$ cat config.mk
export PLATFORM = sky130hd
export DESIGN_NAME = mdu_seq_flat
export DESIGN_NICKNAME = d
export VERILOG_FILES = /design/src/rtl/mdu_seq_if.sv /design/src/rtl/mdu_seq.sv /design/src/flat_wrapper.sv
export SDC_FILE = /design/constraint.sdc
export NUM_CORES = 1
export LEC_CHECK = 0
export ABC_AREA = 1
export BUFFER_PORTS_ARGS = -buffer_cell sky130_fd_sc_hd__buf_2
export CAP_MARGIN = 15
export CORE_ASPECT_RATIO = 1.25
export CORE_MARGIN = 2
export CORE_UTILIZATION = 60
export DETAILED_ROUTE_END_ITERATION = 6
export GPL_TIMING_DRIVEN = 0
export PLACE_DENSITY = 0.9
export SLEW_MARGIN = 15
export SYNTH_ARGS = -nofsm -noshare
export SYNTH_HDL_FRONTEND = slang
export SYNTH_SLANG_ARGS = --single-unit
$ cat constraint.sdc
create_clock -name clk -period 3.4 [get_ports clk]
set_input_delay 0.51 -clock clk [delete_from_list [all_inputs] [get_ports clk]]
set_output_delay 0.51 -clock clk [all_outputs]
set_load 0.02 [all_outputs]
$ cat src/rtl/mdu_seq_if.sv
// mdu_seq_if -- request/result bundle for the iterative multiply/divide unit.
//   master: pipeline side (drives start/op/src_a/src_b/flush, reads results)
//   slave : mdu_seq side
//   start, op[1:0], src_a, src_b, flush        request and abort
//   busy, stall, done, hi, lo, div_by_zero     status and HI/LO results
interface mdu_seq_if #(
  parameter int WORD_LEN = 32
);
  logic                start;
  logic [1:0]          op;
  logic [WORD_LEN-1:0] src_a;
  logic [WORD_LEN-1:0] src_b;
  logic                flush;
  logic                busy;
  logic                stall;
  logic                done;
  logic [WORD_LEN-1:0] hi;
  logic [WORD_LEN-1:0] lo;
  logic                div_by_zero;

  modport master (
    output start, op, src_a, src_b, flush,
    input  busy, stall, done, hi, lo, div_by_zero
  );

  modport slave (
    input  start, op, src_a, src_b, flush,
    output busy, stall, done, hi, lo, div_by_zero
  );
endinterface

$ cat src/rtl/mdu_seq.sv
// mdu_seq -- radix-2 iterative multiply/divide unit with HI/LO result registers.
// op: 00 MULT, 01 MULTU, 10 DIV, 11 DIVU. One shift-add/subtract step per RUN
// cycle on operand magnitudes; signs are applied when HI/LO are written.
// Divide datapath present only when MDU_DIV_EN is defined; otherwise DIV/DIVU
// complete immediately with HI = LO = 0.
// Ports:
//   clk  - clock, rising edge
//   rst  - asynchronous active-low reset
//   bus  - mdu_seq_if.slave (start/op/src_a/src_b/flush in;
//          busy/stall/done/hi/lo/div_by_zero out)
//
// state  | meaning
// IDLE   | waiting for start; stall follows an accepted request
// RUN    | WORD_LEN iteration cycles, down-counter terminal count at 1
// DONE   | one-cycle done pulse, results valid in hi/lo
module mdu_seq #(
  parameter int WORD_LEN = 32
) (
  input logic       clk,
  input logic       rst,
  mdu_seq_if.slave  bus
);
  localparam int              CNT_W    = $clog2(WORD_LEN) + 1;
  localparam logic [CNT_W-1:0] CNT_LOAD = CNT_W'(WORD_LEN);

  typedef enum logic [1:0] {S_IDLE = 2'd0, S_RUN = 2'd1, S_DONE = 2'd2} state_t;

  state_t                r_state, w_state_nx;
  logic [CNT_W-1:0]      r_cnt;
  logic [WORD_LEN-1:0]   r_acc, r_shift, r_mcand, r_hi, r_lo;
  logic                  r_neg_res;

  logic                  w_accept, w_last, w_a_neg, w_b_neg;
  logic [WORD_LEN-1:0]   w_mag_a, w_mag_b;
  logic [WORD_LEN:0]     w_sum;
  logic [WORD_LEN-1:0]   w_mul_acc, w_mul_shift, w_acc_nx, w_shift_nx;
  logic [2*WORD_LEN-1:0] w_prod, w_prod_res;

  assign w_accept = (r_state == S_IDLE) && bus.start && !bus.flush;
  assign w_last   = (r_state == S_RUN) && (r_cnt == CNT_W'(1));
  // op[0] set means unsigned, so sign bits only matter for MULT/DIV
  assign w_a_neg  = !bus.op[0] && bus.src_a[WORD_LEN-1];
  assign w_b_neg  = !bus.op[0] && bus.src_b[WORD_LEN-1];
  assign w_mag_a  = w_a_neg ? -bus.src_a : bus.src_a;
  assign w_mag_b  = w_b_neg ? -bus.src_b : bus.src_b;

  // multiply: {acc, shift} shifts right, multiplicand added into acc on LSB
  assign w_sum       = {1'b0, r_acc} + {1'b0, (r_shift[0] ? r_mcand : '0)};
  assign w_mul_acc   = w_sum[WORD_LEN:1];
  assign w_mul_shift = {w_sum[0], r_shift[WORD_LEN-1:1]};
  assign w_prod      = {w_mul_acc, w_mul_shift};
  assign w_prod_res  = r_neg_res ? -w_prod : w_prod;

`ifdef MDU_DIV_EN
  logic                r_div, r_neg_rem, r_dz;
  logic [WORD_LEN-1:0] r_a;
  logic [WORD_LEN:0]   w_trial;
  logic                w_ge;
  logic [WORD_LEN-1:0] w_div_acc, w_div_shift, w_quo, w_rem;

  // restoring divide: {acc, shift} shifts left, quotient bits enter at LSB
  assign w_trial     = {r_acc, r_shift[WORD_LEN-1]};
  assign w_ge        = w_trial >= {1'b0, r_mcand};
  assign w_div_acc   = w_ge ? (w_trial[WORD_LEN-1:0] - r_mcand) : w_trial[WORD_LEN-1:0];
  assign w_div_shift = {r_shift[WORD_LEN-2:0], w_ge};
  assign w_quo       = r_neg_res ? -w_div_shift : w_div_shift;
  assign w_rem       = r_neg_rem ? -w_div_acc : w_div_acc;
  assign w_acc_nx    = r_div ? w_div_acc : w_mul_acc;
  assign w_shift_nx  = r_div ? w_div_shift : w_mul_shift;
  assign bus.div_by_zero = (r_state == S_DONE) && r_dz;
`else
  assign w_acc_nx    = w_mul_acc;
  assign w_shift_nx  = w_mul_shift;
  assign bus.div_by_zero = 1'b0;
`endif

  always_ff @(posedge clk or negedge rst) begin
    if (!rst) r_state <= S_IDLE;
    else      r_state <= w_state_nx;
  end

  always_comb begin
    w_state_nx = r_state;
    case (r_state)
      S_IDLE: begin
        if (w_accept) begin
`ifdef MDU_DIV_EN
          w_state_nx = S_RUN;
`else
          w_state_nx = bus.op[1] ? S_DONE : S_RUN;
`endif
        end
      end
      S_RUN: begin
        if (bus.flush)             w_state_nx = S_IDLE;
        else if (r_cnt == CNT_W'(1)) w_state_nx = S_DONE;
      end
      S_DONE:  w_state_nx = S_IDLE;
      default: w_state_nx = S_IDLE;
    endcase
  end

  always_ff @(posedge clk or negedge rst) begin
    if (!rst) begin
      r_cnt     <= '0;
      r_acc     <= '0;
      r_shift   <= '0;
      r_mcand   <= '0;
      r_hi      <= '0;
      r_lo      <= '0;
      r_neg_res <= 1'b0;
`ifdef MDU_DIV_EN
      r_div     <= 1'b0;
      r_neg_rem <= 1'b0;
      r_dz      <= 1'b0;
      r_a       <= '0;
`endif
    end else if (w_accept) begin
      r_cnt     <= CNT_LOAD;
      r_acc     <= '0;
      r_neg_res <= w_a_neg ^ w_b_neg;
      r_shift   <= w_mag_b;
      r_mcand   <= w_mag_a;
`ifdef MDU_DIV_EN
      r_div     <= bus.op[1];
      r_neg_rem <= w_a_neg;
      r_a       <= bus.src_a;
      r_dz      <= bus.op[1] && (bus.src_b == '0);
      if (bus.op[1]) begin
        r_shift <= w_mag_a;
        r_mcand <= w_mag_b;
      end
`else
      if (bus.op[1]) begin
        r_hi <= '0;
        r_lo <= '0;
      end
`endif
    end else if (r_state == S_RUN) begin
      if (bus.flush) begin
        r_cnt <= '0;
      end else begin
        r_cnt   <= r_cnt - CNT_W'(1);
        r_acc   <= w_acc_nx;
        r_shift <= w_shift_nx;
        if (w_last) begin
`ifdef MDU_DIV_EN
          if (!r_div) begin
            {r_hi, r_lo} <= w_prod_res;
          end else if (r_dz) begin
            r_hi <= r_a;
            r_lo <= '1;
          end else begin
            r_hi <= w_rem;
            r_lo <= w_quo;
          end
`else
          {r_hi, r_lo} <= w_prod_res;
`endif
        end
      end
    end
  end

  assign bus.busy  = (r_state != S_IDLE);
  // gated by rst so a pending start cannot raise stall while held in reset
  assign bus.stall = rst && (w_accept || (r_state == S_RUN));
  assign bus.done  = (r_state == S_DONE);
  assign bus.hi    = r_hi;
  assign bus.lo    = r_lo;
endmodule

$ cat src/flat_wrapper.sv
// flat-port wrapper written by rule: the top's interface ports become plain ports
module mdu_seq_flat 
#(
  parameter int WORD_LEN = 32
)
  (clk, rst, bus_start, bus_op, bus_src_a, bus_src_b, bus_flush, bus_busy, bus_stall, bus_done, bus_hi, bus_lo, bus_div_by_zero);
  mdu_seq_if #(.WORD_LEN(WORD_LEN)) bus_i ();
  input logic clk;
  input logic rst;
  input wire logic [$bits(bus_i.start)-1:0] bus_start;
  input wire logic [$bits(bus_i.op)-1:0] bus_op;
  input wire logic [$bits(bus_i.src_a)-1:0] bus_src_a;
  input wire logic [$bits(bus_i.src_b)-1:0] bus_src_b;
  input wire logic [$bits(bus_i.flush)-1:0] bus_flush;
  output wire logic [$bits(bus_i.busy)-1:0] bus_busy;
  output wire logic [$bits(bus_i.stall)-1:0] bus_stall;
  output wire logic [$bits(bus_i.done)-1:0] bus_done;
  output wire logic [$bits(bus_i.hi)-1:0] bus_hi;
  output wire logic [$bits(bus_i.lo)-1:0] bus_lo;
  output wire logic [$bits(bus_i.div_by_zero)-1:0] bus_div_by_zero;
  assign bus_i.start = bus_start;
  assign bus_i.op = bus_op;
  assign bus_i.src_a = bus_src_a;
  assign bus_i.src_b = bus_src_b;
  assign bus_i.flush = bus_flush;
  assign bus_busy = bus_i.busy;
  assign bus_stall = bus_i.stall;
  assign bus_done = bus_i.done;
  assign bus_hi = bus_i.hi;
  assign bus_lo = bus_i.lo;
  assign bus_div_by_zero = bus_i.div_by_zero;
  mdu_seq #(.WORD_LEN(WORD_LEN)) u_core (.clk(clk), .rst(rst), .bus(bus_i));
endmodule
Word-level counts from Yosys, hierarchy flattened
Index checks and enable logic that the tools add are counted.

Equal/unequal tests: 7. Add/subtract/negate cells: 5. Reductions and logical operators: 16. Bitwise operators: 1. Multiplexer cells: 27.

Operators with widths (count): 2-to-1 mux 32 bit (18); 2-to-1 mux 64 bit (1); negation 32 bit (2); negation 64 bit (1); adder 32 x 32 -> 33 bit (1); 2-to-1 mux 6 bit (3); 2-to-1 mux 2 bit (4); == test 6 x 1 -> 1 bit, second input constant (1); logical AND 1 bit (6); nonzero test 2 bit (3); subtractor 6 x 1 -> 6 bit, second input constant (1); != test 2 x 1 -> 1 bit, second input constant (2); one-hot mux 2 bit (2 select lines) (1); AND reduction 2 bit (2); AND reduction 4 bit (1); != test 3 x 2 -> 1 bit, second input constant (1); == test 2 x 1 -> 1 bit, second input constant (1); == test 2 bit, second input constant (1); zero test 1 bit (2); zero test 2 bit (1); != test 2 bit, second input constant (1); logical OR 1 bit (1); bitwise XOR 1 bit (1).

Logic and storage cells: 64. Register bits after elaboration: 169. Output and inout bits: 68. Input port bits: 70.

Logic depth before layout (Yosys ltp)
Depth after elaboration: 8. Mapped depth: 25.

Worst setup path after synthesis
Ideal clock, no wire load.

Path kind: register to register. From: reg u_core.r_shift[0]. To: reg u_core.r_hi[31] (netlist: u_core.bus.hi[31]). Setup slack: 0.448 ns. Required time: 3.283 ns. Stages on the path, launching flop included: 19. Setup time: 0.117 ns. Arrival time: 2.835 ns. Cell sequence: dfrtp_1 > clkbuf_1 > clkbuf_1 > nand2_1 > inv_1 > ha_1 > fa_1 > nand2_1 > a21oi_1 > xnor2_1 > nand2_2 > nor3_4 > nand2_2 > nor2_2 > nand3_2 > nand2_2 > nand3_1 > nand3_1 > nand2_1.

Word-level cells in the longest chain between the ends: 8.

RTL lines: start: declaration (line mdu_seq.sv:30) `logic [WORD_LEN-1:0] r_acc, r_shift, r_mcand, r_hi, r_lo;`; start signal: assignment (line mdu_seq.sv:122) `r_shift <= w_mag_b;`; start signal: assignment (line mdu_seq.sv:145) `r_shift <= w_shift_nx;`; 2-to-1 mux 32 bit (*) (line mdu_seq.sv:48) `assign w_sum = {1'b0, r_acc} + {1'b0, (r_shift[0] ? r_mcand : '0)};`; adder 32 x 32 -> 33 bit (*) (line mdu_seq.sv:48); negation 64 bit (line mdu_seq.sv:52) `assign w_prod_res = r_neg_res ? -w_prod : w_prod;`; 2-to-1 mux 64 bit (*) (line mdu_seq.sv:52); 2-to-1 mux 32 bit (*) (line mdu_seq.sv:146) `if (w_last) begin`; 2-to-1 mux 32 bit (*) (line mdu_seq.sv:140) `if (bus.flush) begin`; 2-to-1 mux 32 bit (*) (line mdu_seq.sv:139) `end else if (r_state == S_RUN) begin`; 2-to-1 mux 32 bit (*) (line mdu_seq.sv:118) `end else if (w_accept) begin`; end signal: assignment (line mdu_seq.sv:158) `{r_hi, r_lo} <= w_prod_res;`; end: declaration (line mdu_seq.sv:30).

Mark *: on every way between the ends. The rest lies on a longest branch, timed or not. The select of a mux whose other input is x is not followed. A chain may end at the register's enable or synchronous reset.

Final worst setup path
From: reg u_core.r_shift[0]. To: reg u_core.r_hi[13] (netlist: u_core.bus.hi[13]).

Same word-level chain as after synthesis.

==> qor.yml <==
status: "finished clean"
synth_nets: 2048
first_pass_iters: 6
vias_per_cell: 5.85
p_per_area_nw_per_um2: 843
clk_latency_ps: 450
drt-total-wl_um: 41500
overflow: 0
min_period_ps: 3290
use_met3_pct: 6.20
hpwl_um: 32000
cp_max_fo: 10
grt_pass1_wl_um: 66400
fin_skew_ps: 12.4
crit_path_end_kind: "flop"
yosysWarnings: 0
final_cell_mix: "621 x nand2_1, 272 x inv_1, 168 x dfrtp_1"
pre_cts_slack_ps: -431
place_congestion: 0.966
grt_max_degree: 92
final_area_sq_um: 14500
clock-sinks: 169
slew_viol_final: 0
final_common_cell: "nand2_1"
relSlewSlack_pct: 48.4
worstMarginPinSlew_ps: 774
cts_max_level: 4
setup_ws_ps: 105
drt_iter0_markers: 1572
cts_made_buffers: 17
vdd_ir_drop_max_mv: 0.567
hold_viol: 0
rsz0062_at_grt: "true"
drv_cap: 0
die_area_sq_um: 22200
place_area_sq_um: 13600
drc: 0
reg2reg_depth: 16
area_growth_pct: 15.1
crit_type: "flop to flop"
drive_gt1_share_pct: 13.8
antennaDiodeCount: 0
cts_tree: "built"
grt-busiest-layer: "met2"
core_area_sq_um: 20700
vias: 14000
synth-edff-count: 0
synth-seq-cells: 169
yosysUniqueCellTypes: 47
rows: 59
nets: 2209
fill_cells: 1771
reg2reg_slack_ps: 110
leakagePower_nw: 7.71
root_buffer: "clkbuf_16"
critPathArrivalTime_ps: 3620
worst_ep_required_time_ps: 3730
port_buffers: 136
setup_viol: 0
clockBufferDepth: 2
total_power_mw: 12.2
hp-class: "primary input to async pin"
grtUsageMet1_pct: 45.5
crit_path_start_kind: "flop"
avgSynthCellArea_sq_um: 6.49
antenna_found_initial: 0
fin_util_pct: 70.0
netlist_instances: 1940
finalCritPeriodShare_pct: 96.9
routedWlPerCell_um: 17.4
pin_count: 138
globalRouteMet2Util_pct: 61.4
syn_area_sq_um: 12600
async_flop_share_pct: 100
grt_pass1_vias: 13400
ant_nets: 0
die_w_um: 134
synth_ff_type: "dfrtp_1"
die_height_um: 166
ys_seq_area_share_pct: 33.6
fmax_ghz: 0.303
gr-usage-all-layers_pct: 37.7
start_util_pct: 60.9
path_clk_slew_ps: 70
hold_ws_ps: 41.0
[Yosys cell counts (3+ instances only)]
library cell | count | area share (%)
clkbuf_1 | 42 | 1.3
nor3_1 | 29 | 1.2
xor2_1 | 52 | 3.6
buf_1 | 7 | 0.21
dfrtp_1 | 169 | 34
buf_2 | 6 | 0.24
nor2_1 | 173 | 5.2
xnor2_1 | 15 | 1.0
or2_2 | 5 | 0.25
o31ai_1 | 5 | 0.30
a21oi_1 | 47 | 1.9
nand3b_1 | 11 | 0.66
nand4_1 | 28 | 1.4
nand3_2 | 6 | 0.48
ha_1 | 37 | 3.7
o221ai_1 | 26 | 1.8
nand2_1 | 638 | 19
o21ai_0 | 157 | 6.2
o211ai_1 | 3 | 0.18
a22o_1 | 3 | 0.21
o22ai_1 | 8 | 0.40
and2_1 | 3 | 0.15
nor4_1 | 5 | 0.25
inv_1 | 273 | 8.1
nand3_1 | 116 | 4.6
nor2_2 | 14 | 0.70
o21ai_1 | 9 | 0.36
nand2_2 | 14 | 0.70
nor3_2 | 3 | 0.24
o21bai_1 | 7 | 0.42
a32o_1 | 3 | 0.24
inv_2 | 9 | 0.27
[area by class of cell]
| class | count | area, sq um | area share (%) |
|---|---|---|---|
| clock buffers | 18 | 439 | 3.03 |
| well taps | 274 | 343 | 2.37 |
| inverters | 284 | 1070 | 7.36 |
| repair buffers | 143 | 763 | 5.27 |
| plain buffers | 55 | 224 | 1.55 |
| flip-flops and latches | 169 | 4230 | 29.2 |
| clock inverters | 14 | 158 | 1.09 |
| multi-input cells | 1431 | 7260 | 50.1 |
[cell families after synthesis]
family / after synthesis / synth area share, %
AND/OR/NAND/NOR: 1050 / 35.2
buffers and inverters: 340 / 10.2
AO/OA/AOI/OAI: 275 / 12.4
flip-flops: 169 / 33.6
XOR/XNOR: 67 / 4.66
adder cells (fa/ha/maj): 38 / 3.84
other: 1 / 0.0298
[metrics by stage]
stage,cells,TNS [ps]
after floorplan,1940,0
after global placement,2350,-125110
after detailed placement,2351,-5130
final,2388,0
after CTS,2385,0
after global routing,2388,-52.4
[layer usage]
metal  wire length, um  vias to the layer above
met3              3590                      237
met4              3430                        0
met5                 0                        -
met1             15600                     6394
met2             18900                      818
li1                  -                     6512
[sequential cells by signal, indices dropped and copies added (netlist names)]
name              cells
u_core.r_acc         32
u_core.r_mcand       32
u_core.r_cnt          6
u_core.r_neg_res      1
u_core.r_shift       32
u_core.r_state        2
u_core.bus.hi        32
u_core.bus.lo        32
[path summary, 6_finish.rpt]
check / startpoint / end
max reg2reg: u_core.r_shift[0]$_DFFE_PN0P_ / u_core.bus.hi[13]$_DFFE_PN0P_
min reg2reg: u_core.bus.hi[29]$_DFFE_PN0P_ / u_core.bus.hi[29]$_DFFE_PN0P_
max in group asynchronous: rst / u_core.r_acc[24]$_DFFE_PN0P_
min: rst / u_core.r_mcand[9]$_DFFE_PN0P_
max: u_core.r_shift[0]$_DFFE_PN0P_ / u_core.bus.hi[13]$_DFFE_PN0P_
min in group clk: bus_op[1] / u_core.r_state[0]$_DFFE_PN0P_
[power breakdown]
part / switching (mW) / internal [mW] / leakage [nW]
sequential: 0.634 / 2.80 / 2.17
combinational: 4.62 / 2.10 / 5.25
clock: 0.981 / 1.06 / 0.284
total: 6.24 / 5.96 / 7.71
[timing repair]
action	4_1_cts	5_1_grt
hold buffers	0	0
setup buffers	3	3
pin swaps	2	3
endpoints found under the setup margin	24	21
gates resized for setup	10	55
[critical path, stage by stage, from the launching register on]
cell,delay [ps]
dfrtp_2,460
clkbuf_4,200
nand2_1,70
inv_1,40
ha_1,220
fa_2,410
nand2_2,120
a21oi_4,90
xnor2_2,280
buf_4,180
nand2_2,70
nor3_4,290
nand3_2,200
nand2_1,170
a21oi_1,100
o21ai_0,180
nand2_1,90
(Power assumes the default switching activity.)
